`config.mk`:
```
export PLATFORM = sky130hd
export DESIGN_NAME = fetch_prefetch_queue
export DESIGN_NICKNAME = d
export VERILOG_FILES = /design/src/rtl/fetch_prefetch_queue.sv
export SDC_FILE = /design/constraint.sdc
export NUM_CORES = 1
export LEC_CHECK = 0
export CAP_MARGIN = 20
export CORE_MARGIN = 5
export CORE_UTILIZATION = 46
export CTS_CLUSTER_SIZE = 25
export DETAILED_ROUTE_END_ITERATION = 16
export PLACE_DENSITY = 0.69
export SLEW_MARGIN = 10
export SYNTH_ARGS = -nofsm -noshare
export SYNTH_HDL_FRONTEND = slang
export SYNTH_SLANG_ARGS = --single-unit
```
`constraint.sdc`:
```
create_clock -name clk -period 2.8 [get_ports clk]
set_input_delay 0.56 -clock clk [delete_from_list [all_inputs] [get_ports clk]]
set_output_delay 0.56 -clock clk [all_outputs]
set_load 0.005 [all_outputs]
```
`src/rtl/fetch_prefetch_queue.sv`:
```
// Instruction-fetch front end: byte-serial imem reads assembled into big-endian
// words, buffered with their PCs in a show-ahead FIFO, flushed on redirect.
//   state    | meaning
//   FETCH    | issuing byte requests
//   FULL     | issue rule false, waiting for a pop
//   FLUSH    | cycle after a redirect, no request issued
module fetch_prefetch_queue #(
   parameter int          DEPTH    = 4,
   parameter int          ADDR_W   = 5,
   parameter logic [31:0] RESET_PC = 32'h0000_0000
) (
   input  logic              clk,
   input  logic              rst_n,
   output logic              imem_req,
   output logic [ADDR_W-1:0] imem_addr,
   input  logic [7:0]        imem_rdata,
   input  logic              redirect,
   input  logic [31:0]       redirect_pc,
   output logic [31:0]       inst,
   output logic [31:0]       inst_pc,
   output logic              inst_valid,
   input  logic              inst_ready
);

   localparam int PTR_W = $clog2(DEPTH);
   localparam int CNT_W = PTR_W + 1;

   typedef enum logic [1:0] {ST_FETCH, ST_FULL, ST_FLUSH} state_e;

   state_e             state_q, state_d;
   logic [31:0]        fetch_pc_q, fetch_pc_d;
   logic [1:0]         issue_idx_q, issue_idx_d;
   logic               wia_q, wia_d;
   logic [31:0]        asm_pc_q, asm_pc_d;
   logic [23:0]        asm_data_q, asm_data_d;
   logic               rx_valid_q, rx_valid_d;
   logic [1:0]         rx_idx_q, rx_idx_d;
   logic [PTR_W-1:0]   wr_ptr_q, wr_ptr_d;
   logic [PTR_W-1:0]   rd_ptr_q, rd_ptr_d;
   logic [CNT_W-1:0]   count_q, count_d;
   logic [31:0]        word_mem_q [DEPTH];
   logic [31:0]        pc_mem_q   [DEPTH];

   logic [CNT_W-1:0]   occ;
   logic               issue_ok;
   logic               rx_take;
   logic               push;
   logic               pop;
   logic               unused_pc_lsb;

   assign unused_pc_lsb = ^redirect_pc[1:0];

   // Once byte 0 of a word has issued, the remaining bytes always follow;
   // the occupancy rule only gates the start of a new word.
   assign occ      = count_q + {{PTR_W{1'b0}}, wia_q};
   assign issue_ok = (issue_idx_q != 2'd0) || (occ < CNT_W'(DEPTH));
   assign imem_req = rst_n && !redirect && (state_q == ST_FETCH) && issue_ok;
   assign imem_addr = imem_req ? (fetch_pc_q[ADDR_W-1:0] + ADDR_W'(issue_idx_q)) : '0;

   assign rx_take    = rx_valid_q && !redirect && (state_q != ST_FLUSH);
   assign push       = rx_take && (rx_idx_q == 2'd3);
   assign inst_valid = (count_q != '0);
   assign pop        = inst_valid && inst_ready && !redirect;
   assign inst       = inst_valid ? word_mem_q[rd_ptr_q] : '0;
   assign inst_pc    = inst_valid ? pc_mem_q[rd_ptr_q] : '0;

   always_comb begin
      state_d     = state_q;
      fetch_pc_d  = fetch_pc_q;
      issue_idx_d = issue_idx_q;
      wia_d       = wia_q;
      asm_pc_d    = asm_pc_q;
      asm_data_d  = asm_data_q;
      rx_valid_d  = imem_req;
      rx_idx_d    = issue_idx_q;
      wr_ptr_d    = wr_ptr_q;
      rd_ptr_d    = rd_ptr_q;
      count_d     = count_q;

      case (state_q)
         ST_FETCH: if (!issue_ok) state_d = ST_FULL;
         ST_FULL:  if (issue_ok) state_d = ST_FETCH;
         ST_FLUSH: state_d = ST_FETCH;
         default:  state_d = ST_FETCH;
      endcase

      if (redirect) begin
         state_d     = ST_FLUSH;
         fetch_pc_d  = {redirect_pc[31:2], 2'b00};
         issue_idx_d = 2'd0;
         wia_d       = 1'b0;
         rx_valid_d  = 1'b0;
         wr_ptr_d    = '0;
         rd_ptr_d    = '0;
         count_d     = '0;
      end else begin
         if (push) wia_d = 1'b0;
         if (imem_req) begin
            issue_idx_d = issue_idx_q + 2'd1;
            if (issue_idx_q == 2'd0) begin
               wia_d    = 1'b1;
               asm_pc_d = fetch_pc_q;
            end
            if (issue_idx_q == 2'd3) fetch_pc_d = fetch_pc_q + 32'd4;
         end
         if (rx_take) begin
            case (rx_idx_q)
               2'd0:    asm_data_d[23:16] = imem_rdata;
               2'd1:    asm_data_d[15:8]  = imem_rdata;
               2'd2:    asm_data_d[7:0]   = imem_rdata;
               default: asm_data_d        = asm_data_q;
            endcase
         end
         if (push) wr_ptr_d = wr_ptr_q + 1'b1;
         if (pop)  rd_ptr_d = rd_ptr_q + 1'b1;
         case ({push, pop})
            2'b10:   count_d = count_q + 1'b1;
            2'b01:   count_d = count_q - 1'b1;
            default: count_d = count_q;
         endcase
      end
   end

   always_ff @(posedge clk or negedge rst_n) begin
      if (!rst_n) begin
         state_q     <= ST_FETCH;
         fetch_pc_q  <= RESET_PC;
         issue_idx_q <= 2'd0;
         wia_q       <= 1'b0;
         asm_pc_q    <= '0;
         asm_data_q  <= '0;
         rx_valid_q  <= 1'b0;
         rx_idx_q    <= 2'd0;
         wr_ptr_q    <= '0;
         rd_ptr_q    <= '0;
         count_q     <= '0;
      end else begin
         state_q     <= state_d;
         fetch_pc_q  <= fetch_pc_d;
         issue_idx_q <= issue_idx_d;
         wia_q       <= wia_d;
         asm_pc_q    <= asm_pc_d;
         asm_data_q  <= asm_data_d;
         rx_valid_q  <= rx_valid_d;
         rx_idx_q    <= rx_idx_d;
         wr_ptr_q    <= wr_ptr_d;
         rd_ptr_q    <= rd_ptr_d;
         count_q     <= count_d;
      end
   end

   // Storage needs no reset: entries are only visible while count is non-zero.
   always_ff @(posedge clk) begin
      if (push) begin
         word_mem_q[wr_ptr_q] <= {asm_data_q, imem_rdata};
         pc_mem_q[wr_ptr_q]   <= asm_pc_q;
      end
   end

endmodule
```
==> results.md <==
| Quantity | This run |
|:---|:---|
| Max-slew headroom at the worst pin | 47.4% |
| Gate Count Post-Synth | 802 |
| Global-route total usage across every layer | 17.3% |
| Most common cell after layout, fill and taps aside | edfxtp_1 |
| Final routed wire length divided by cell count | 21.4 um |
| Final Total Pwr | 11.1 mW |
| Post-detailed-route via-to-cell ratio | 5.46 |
| Most frequent cells in the layout | 248 x edfxtp_1, 97 x dfrtp_1, 62 x mux4_2 |
| Stages on worst setup path | 7 |
| DRC Markers | 0 |
| Kind of path behind the tightest hold check | input pin to async pin |
| Diode insertion count for antenna repair | 0 |
| CTS Buf Count | 36 |
| Height of the die | 186 um |
| Post-synthesis average cell area | 17.7 sq um |
| WS Path Type | register to output pin |
| Pin count of the biggest net entering global routing | 59 |
| CTS tree | done |
| Cell area after synthesis | 14200 sq um |
| Critical Path Slowest Stage Cell | dfrtp_4 |
| Slowest cell delay on critical path | 0.51 ns |
| Global-route wire length before repair | 46.1 mm |
| Max H-tree Level | 2 |
| Final RePlAce weighted congestion | 0.797 |
| Total setup violations reported at the end of the flow | 19 |
| Violations in the final reports | negative setup slack |
| Final critical-path setup slack | -0.0825 ns |
| Unrepaired setup endpoints after global routing | true |
| Count of flip-flops with a built-in enable after synthesis | 248 |
| Final setup skew | 0.0195 ns |
| Worst Reg2Reg Path Length in Cells | 8 |
| Arrival time reported for the critical path endpoint | 2.32 ns |
| ANT nets after route | 0 |
| Combinational share of power | 3.8% |
| Most used cell, CP | buf_4 |
| List of cells traversed by the critical path | buf_4, buf_8, buf_4, buf_16, mux4_2, and2_4, dlymetal6s2s_1 |
| Transition at the pin with the smallest max-transition slack | 0.789 ns |
| Horizontal extent of the die | 186 um |
| Final critical-path required period | 2.88 ns |
| Number of global-route vias before repair | 7971 |
| I/O pins | 115 |
| Crit. End Element | output pin |
| # placed instances | 1302 |
| Worst R2R Start | count_q[2] |
| Clock tree root buffer cell | clkbuf_16 |
| Clock latency of the later-clocked register in the worst-skew pair | 0.52 ns |
| Hold Vio Cnt, Final | 0 |
| Startpoint type of the worst setup path | register |
| Result of the run | finished with violations |
| Area overhead of the layout relative to synthesis | 23.1% |
| Die ar. | 34400 sq um |
| Power spent charging and discharging nets | 2.33 mW |
| Distinct cells, synth | 58 |
| Antenna violations before repair | 0 |
| Fraction of power consumed by sequential logic | 55.0% |
| Worst path buffer plus inverter count | 5 |
| Fraction of power spent switching nets | 21.1% |
| Final Max Slew Viols | 0 |
| Total routed wirelength | 29.8 mm |
| Non-Filler Instances | 1391 |
| Number of max-cap violations | 0 |
| Static leakage | 6.60 nW |
| Capturing instance or port of the critical path | inst[18] |
| Register area share after synthesis | 70.0% |
| Largest fanout of any net on the critical path | 5 |
| Port bufs | 110 |
| Internal cell power | 8.74 mW |
| Max rail drop VDD | 0.390 mV |
| Initial Util | 46.5% |
| Violation count after the first detailed-routing iteration | 520 |
| Final period util | 103% |
| Row Count | 64 |
| Largest delay share family, worst path | buffers and inverters |
| Highest clock frequency the design can meet | 0.347 GHz |
| Clk pin slew, worst setup/hold paths | 0.06 ns |
| Most instantiated flip-flop cell in the synthesis netlist | edfxtp_1 |
| Nets@finish | 1021 |
| Clock share of power | 41.1% |
| Endpoint required time on the critical path | 2.24 ns |
| Share of final-layout standard cells stronger than drive strength 1 | 29.1% |
| Share of synthesized registers carrying an async set or reset | 28.5% |
| Clk buf depth | 3 |
| R2R setup slack | 0.35 ns |
| Total iterations of the first detailed-routing run | 5 |
| RR Endpoint | count_q[2] |
| Yosys reg bits | 347 |
| Grt total ovfl | 0 |
| Via Count | 7598 |
| Synth Warn # | 0 |
| Launch point of the critical path | rd_ptr_q[0] |
| HPWL after DPL | 17.6 mm |
| Core ar. | 30500 sq um |
| Filler cell count in the final layout | 2327 |
| Clock tree sinks | 347 |
| Pwr/cell area | 634 nW/um^2 |
-- sequential cells by signal, indices dropped and copies added (netlist names) --
name	flops
asm_data_q	24
asm_pc_q	30
count_q	3
fetch_pc_q	30
issue_idx_q	2
pc_mem_q	120
rd_ptr_q	2
rx_idx_q	2
rx_valid_q	1
state_q	2
wia_q	1
word_mem_q	128
wr_ptr_q	2
-- power groups by stage --
stage               clock network, mW  logic [mW]  registers, mW
CTS                              4.64       0.430           6.09
floorplan                           0       0.253           6.11
detailed placement                  0       0.428           6.20
global placement                    0       0.414           6.18
finish                           4.55       0.426           6.09
global route                     4.89       0.469           6.13
-- through the flow --
step           setup slack (ns)  hold WS [ns]  area [sq um]  TNS (ns)  utilization [%]
2_1_floorplan             0.297         0.264         14200         0                -
4_1_cts                  -0.190         0.200         17200     -2.20             56.5
5_1_grt                  -0.138         0.237         17500     -2.49             57.2
3_3_place_gp              0.188         0.470         16000         0             52.4
6_report                -0.0825         0.198         17500    -0.465             57.2
3_5_place_dp              0.160         0.494         16000         0             52.4
-- cells by family (layout without fill, tap and decap cells) --
family,Yosys count,after routing,synth area share [%]
buffers and inverters,55,246,1.81
AND/OR/NAND/NOR,197,197,8.94
adder cells (fa/ha/maj),9,9,0.847
flip-flops,347,347,70.0
XOR/XNOR,25,25,1.54
AO/OA/AOI/OAI,43,43,2.07
multiplexers,125,125,14.8
other,1,3,0.0264
-- metal layers --
| layer | GRT usage [%] | part of all wire (%) | up-vias |
|---|---|---|---|
| met5 | 0 | 0 | - |
| met4 | 3.32 | 1.4 | 0 |
| met3 | 3.11 | 5.6 | 32 |
| met2 | 28.5 | 49 | 212 |
| met1 | 24.7 | 44 | 3921 |
| li1 | - | - | 3433 |
-- timing repair --
action,CTS,global route
pin swaps,0,4
gates resized for setup,79,42
buffers inserted,6,12
endpoints found under the setup margin,68,61
gates cloned,3,4
hold buffers,0,0
-- worst register-to-register path: stages, from the launching register on --
cell	delay, ns
dfrtp_1	0.41
or3_4	0.46
buf_4	0.25
nand2_1	0.21
nor3_1	0.09
fa_1	0.41
nor3_1	0.24
o21ai_0	0.10
nor3b_1	0.14
-- area by class of cell --
cell class              count  area [sq um]  area share (%)
clock buffers              53          1020            5.87
flip-flops and latches    347          9930            56.9
well taps                 396           495            2.84
repair buffers            169          1790            10.2
clock inverters            12           104           0.595
inverters                  12          45.0           0.258
multi-input cells         402          4070            23.3
-- Yosys cell counts (2+ instances only) --
cell	count	share of area [%]
a221oi_1	2	0.12
mux2i_1	5	0.35
nor2b_1	2	0.088
and2_1	71	3.1
a211oi_1	2	0.11
ha_1	8	0.71
and3_1	11	0.49
a21oi_1	4	0.14
nand4_1	9	0.40
inv_1	11	0.29
o31ai_1	2	0.11
nor3_1	8	0.28
buf_4	4	0.21
or4_1	3	0.16
a221o_1	2	0.14
a32oi_1	2	0.12
nor4_1	3	0.13
o211ai_1	2	0.11
clkbuf_1	25	0.66
mux4_2	62	9.8
o21ai_1	9	0.32
nor3_2	2	0.14
xnor2_1	17	1.0
nor4_2	6	0.53
dfrtp_1	99	17
nor4_4	5	0.75
nor2_1	17	0.45
and4_1	4	0.25
o21ai_0	11	0.39
edfxtp_1	248	53
nor3b_1	3	0.16
mux2_2	58	4.6
buf_6	3	0.24
nand3_1	11	0.39
xor2_1	8	0.49
buf_2	10	0.35
nand2_1	32	0.85
-- how the worst min path moves through the flow --
stage                    start             end  cells past startpoint  slack [ns]
floorplan                rst_n   asm_data_q[0]                      0        0.26
global placement    state_q[1]      state_q[0]                      1        0.47
detailed placement  state_q[1]      state_q[0]                      1        0.49
CTS                      rst_n    asm_pc_q[17]                      2        0.20
global route             rst_n    asm_pc_q[14]                      2        0.24
finish                   rst_n  fetch_pc_q[16]                      2        0.20
No activity file was read; power rests on OpenSTA's default activity.
